### src/rtl/timer_pkg.sv
// Shared types and BCD helpers for the countdown timer.
package timer_pkg;

  typedef enum logic [1:0] {IDLE, RUN, PAUSED, DONE} state_t;

  typedef logic [3:0] bcd_t;

  localparam bcd_t BCD_MAX = 4'd9;

  function automatic bcd_t bcd_clamp(input bcd_t d);
    return (d > BCD_MAX) ? BCD_MAX : d;
  endfunction

endpackage

### src/rtl/tick_prescaler.sv
// Divides clk down to a one-cycle tick every TICK_DIV enabled cycles.
module tick_prescaler #(
  parameter int TICK_DIV = 50000000
) (
  input  logic clk,
  input  logic reset,
  input  logic en,
  input  logic clr,
  output logic tick
);

  localparam int CNT_W = (TICK_DIV > 1) ? $clog2(TICK_DIV) : 1;
  localparam logic [CNT_W-1:0] LAST = CNT_W'(TICK_DIV - 1);

  logic [CNT_W-1:0] count;

  always_ff @(posedge clk) begin
    if (reset || clr) begin
      count <= '0;
    end else if (en) begin
      count <= (count == LAST) ? '0 : count + CNT_W'(1);
    end
  end

  // The count only holds while en is low, so pause freezes the phase.
  assign tick = en && (count == LAST);

endmodule

### src/rtl/countdown_timer.sv
// Two-digit BCD countdown with start/pause/cancel, expiry pulse and timed alarm.
module countdown_timer
  import timer_pkg::*;
#(
  parameter int TICK_DIV    = 50000000,
  parameter int ALARM_TICKS = 3
) (
  input  logic       clk,
  input  logic       reset,
  input  logic [7:0] set_value,
  input  logic       start,
  input  logic       pause,
  input  logic       cancel,
  output logic [7:0] remaining,
  output logic       running,
  output logic       done,
  output logic       alarm
);

  localparam int AL_W = $clog2(ALARM_TICKS + 1);
  localparam logic [AL_W-1:0] AL_LAST = AL_W'(ALARM_TICKS - 1);

  state_t          state;
  logic [AL_W-1:0] al_cnt;
  logic [7:0]      load_val;
  logic            load_ok;
  logic            tick;
  logic            en;
  logic            clr;

  function automatic logic [7:0] bcd_dec(input logic [7:0] v);
    if (v[3:0] == 4'd0) begin
      return {v[7:4] - 4'd1, BCD_MAX};
    end
    return {v[7:4], v[3:0] - 4'd1};
  endfunction

  assign load_val = {bcd_clamp(set_value[7:4]), bcd_clamp(set_value[3:0])};
  assign load_ok  = start && !cancel && (load_val != 8'h00) &&
                    ((state == IDLE) || (state == DONE));

  // Pause gates the enable in the same cycle so a pending tick is held back.
  assign en  = ((state == RUN) && !pause) || (state == DONE);
  assign clr = load_ok || cancel;

  tick_prescaler #(
    .TICK_DIV (TICK_DIV)
  ) u_prescaler (
    .clk   (clk),
    .reset (reset),
    .en    (en),
    .clr   (clr),
    .tick  (tick)
  );

  always_ff @(posedge clk) begin
    if (reset) begin
      state     <= IDLE;
      remaining <= 8'h00;
      done      <= 1'b0;
      al_cnt    <= '0;
    end else begin
      done <= 1'b0;
      case (state)
        IDLE: begin
          if (load_ok) begin
            state     <= RUN;
            remaining <= load_val;
          end
        end
        RUN: begin
          if (cancel) begin
            state     <= IDLE;
            remaining <= 8'h00;
          end else if (pause) begin
            state <= PAUSED;
          end else if (tick) begin
            if (remaining == 8'h01) begin
              state     <= DONE;
              remaining <= 8'h00;
              done      <= 1'b1;
              al_cnt    <= '0;
            end else begin
              remaining <= bcd_dec(remaining);
            end
          end
        end
        PAUSED: begin
          if (cancel) begin
            state     <= IDLE;
            remaining <= 8'h00;
          end else if (start) begin
            state <= RUN;
          end
        end
        DONE: begin
          if (cancel) begin
            state <= IDLE;
          end else if (load_ok) begin
            state     <= RUN;
            remaining <= load_val;
          end else if (tick) begin
            if (al_cnt == AL_LAST) begin
              state <= IDLE;
            end else begin
              al_cnt <= al_cnt + AL_W'(1);
            end
          end
        end
        default: state <= IDLE;
      endcase
    end
  end

  assign running = (state == RUN);
  assign alarm   = (state == DONE);

endmodule

### config.mk
export PLATFORM = sky130hd
export DESIGN_NAME = countdown_timer
export DESIGN_NICKNAME = d
export VERILOG_FILES = /design/src/rtl/timer_pkg.sv /design/src/rtl/tick_prescaler.sv /design/src/rtl/countdown_timer.sv
export SDC_FILE = /design/constraint.sdc
export NUM_CORES = 1
export LEC_CHECK = 0
export ABC_AREA = 1
export CAP_MARGIN = 10
export CORE_MARGIN = 4
export CORE_UTILIZATION = 43
export DETAILED_ROUTE_END_ITERATION = 12
export GPL_TIMING_DRIVEN = 0
export SLEW_MARGIN = 0
export SYNTH_ARGS = -nofsm -noshare
export SYNTH_HDL_FRONTEND = slang
export SYNTH_SLANG_ARGS = --single-unit
export TNS_END_PERCENT = 5
### constraint.sdc
create_clock -name clk -period 2.2 [get_ports clk]
set_input_delay 0.33 -clock clk [delete_from_list [all_inputs] [get_ports clk]]
set_output_delay 0.33 -clock clk [all_outputs]
set_load 0.02 [all_outputs]
==> flow_summary.ini <==
[run_status]
status = finished clean

[cts]
cts_hold_buffers = 0
tritoncts = built
cts.clk_slew.worst_paths_ns = 0.08
clk-insertion-delay-late_ns = 0.29
clockRootBuffer = clkbuf_8
clock-sinks = 39
clock_path_buffers = 2
cts_buffers = 5
cts_max_level = 2

[timing]
min_period_ns = 1.982
max_slew_margin_pct = 65.55
fin_setup_tns_ns = 0
hold_viol_final = 0
max_clock_freq_mhz = 504.5
finalCritPeriodShare_pct = 90.09
finalMaxSlewViolations = 0
rsz0062_at_grt = no
setup_viol_count_final = 0
fin_skew_ns = 0.003843
worstMarginPinSlew_ns = 0.5128

[die]
fp-row-count = 28
start_util_pct = 45.01
fp.dieH_um = 87.19
ioPinCount = 24
die_w_um = 87.19
dieArea_um2 = 7601
core_um2 = 5991

[worst_setup_path]
r2r_setup_slack_ns = 0.23
crit_slowest_cell = clkdlybuf4s50_1
path_cells = inv_1, ha_2, clkdlybuf4s50_1
slowest_delay_ns = 0.63
cp.arrival_ns = 1.65
worstSetupStartpointType = flop
worstSetupPathType = flop to primary output
path_max_fanout = 7
startpoint = state[1]
worstSetupEndpointType = primary output
worstReg2RegStart = state[0]
critical_path_required_ns = 1.87

[grt]
antenna_found_initial = 0
grt.total_usage_pct = 19.04
grt_use_met3_pct = 2.838
use_met2_pct = 27.67
grt_overflow = 0
grt_pass1_vias = 2455
met1_usage_pct = 29.24
grt_busiest_layer = met1
grt_pass1_wl_mm = 11.61
grt_max_degree = 12

[yosys]
synth_cells = 435
synth_warnings = 0
synth-async-reset-ratio_pct = 0
syn-num-nets = 456
syn_area_per_cell_um2 = 6.198
syn-cell-area_um2 = 2696
seq_area_frac_synth_pct = 28.96
ys_types = 37
synth_edf_count = 0
synth-seq-cells = 39
synth_ff_type = dfxtp_1

[place]
portBuffers = 23
place_hpwl_mm = 5.277
finalWeightedCongestion = 0.8544

[route]
postRouteAntennaNets = 0
wl_per_cell_um = 12.48
drt-vias-per-instance = 5.054
drc = 0
via_count = 2729
drt_pass1_iterations = 4
drt_wl_total_mm = 6.741
drtIter0Drc = 147

[power_and_ir_drop]
p_per_area_nw_per_um2 = 794.7
ir_drop_v = 0.0005271
cellLeakagePower_uw = 0.001213
total_power_uw = 2484

[final_layout]
syn2layout_area_growth_pct = 15.92
antenna_cells = 0
drive_gt1_share_pct = 11.83
final_nets = 486

[worst_hold_path]
hp-start = al_cnt[1]
hold_path_class = flop to flop

[run]
drv_cap = 0
-- layout by cell type, fill, tap and decap left out, types with 2 or more instances in the layout --
cell type	instances
a211oi_1	2
a21oi_1	24
a21oi_2	3
buf_6	2
clkbuf_8	6
clkdlybuf4s50_1	23
dfxtp_1	39
ha_1	6
ha_2	2
inv_1	45
inv_2	13
nand2_1	103
nand2_2	5
nand3_1	33
nand3_2	2
nand4_1	13
nor2_1	85
nor2_2	5
nor2_4	5
nor3_1	11
nor3_2	2
nor4_1	2
o21a_1	2
o21ai_0	7
o21ai_1	3
o21ai_2	3
xor2_1	4
-- logic make-up (layout without fill, tap and decap cells) --
group                    Yosys count  in the layout  share of synthesized area [%]
flip-flops                        39             39                          28.96
XOR/XNOR                           5              5                          1.624
buffers and inverters             63             93                          9.373
adder cells (fa/ha/maj)            8              8                          3.712
AO/OA/AOI/OAI                     48             48                          10.90
AND/OR/NAND/NOR                  272            272                          45.43
-- metal layers --
layer / share of wire (%) / routed length (um) / vias up
met5: 0 / 0 / -
met4: 0.93 / 63 / 0
met3: 3.9 / 262 / 6
met2: 43 / 2890 / 44
met1: 52 / 3524 / 1216
li1: - / - / 1463
-- cells in the mapped netlist, types with 3 or more instances --
cell type	instances	area, um^2
nand2_2	5	31.28
nand3_1	33	165.2
ha_1	8	100.1
a21oi_1	24	120.1
xor2_1	4	35.03
dfxtp_1	39	780.8
nor2_4	4	45.04
inv_2	13	48.80
nor2_1	85	319.1
nor3_1	11	55.05
o21ai_1	3	15.01
o21ai_0	7	35.03
a21oi_2	4	35.03
nand2_1	103	386.6
o21ai_2	3	26.28
nor2_2	6	37.54
inv_1	45	168.9
nand4_1	13	81.33
-- critical path, delay by kind of cell, from the launching register on --
| family | cells | cell delay [ns] |
|---|---|---|
| buffers and inverters | 2 | 0.74 |
| adder cells (fa/ha/maj) | 1 | 0.27 |
| flip-flops | 1 | 0.35 |
-- registers in the layout (all words and copies together) (netlist names) --
signal,cells
remaining,8
state,2
al_cnt,2
u_prescaler.count,26
done,1
-- cell type report --
cell class | instances | area, um^2
multi-input cells | 333 | 1680
repair buffers | 23 | 230.2
inverters | 59 | 221.5
clock buffers | 6 | 82.58
flip-flops and latches | 39 | 780.7
clock inverters | 1 | 5.005
plain buffers | 4 | 31.28
well taps | 75 | 93.84
fillers | 636 | 2865
-- report_power, final --
group | internal, uW | switching, uW | leakage, uW | total (uW)
clock | 246 | 255 | 0.0000470 | 501
combinational | 440 | 694 | 0.000850 | 1130
sequential | 770 | 78.6 | 0.000316 | 849
-- per-stage QoR --
step / setup slack [ns] / util (%) / std cells / hold WS [ns] / instance area (um^2)
5_1_grt: 0.02457 / 52.17 / 540 / 0.5199 / 3126
2_1_floorplan: 0.4044 / - / 435 / 0.4556 / 2696
3_3_place_gp: 0.08358 / 50.42 / 533 / 0.4673 / 3020
3_5_place_dp: 0.07787 / 50.42 / 533 / 0.4796 / 3020
4_1_cts: 0.05656 / 51.88 / 540 / 0.4994 / 3108
6_report: 0.2179 / 52.17 / 540 / 0.5003 / 3126
-- final timing paths --
path,endpoint,cells after the start
worst max-delay path,running,3
worst min-delay path,al_cnt[1],2
worst max register to register,u_prescaler.count[24],11
worst min register to register,al_cnt[1],2
-- what timing repair did --
action | 4_1_cts | 5_1_grt
setup buffers | 0 | 0
endpoints found under the setup margin | 0 | 13
resized for setup | 0 | 4
Power figures use the tool's default switching activity.
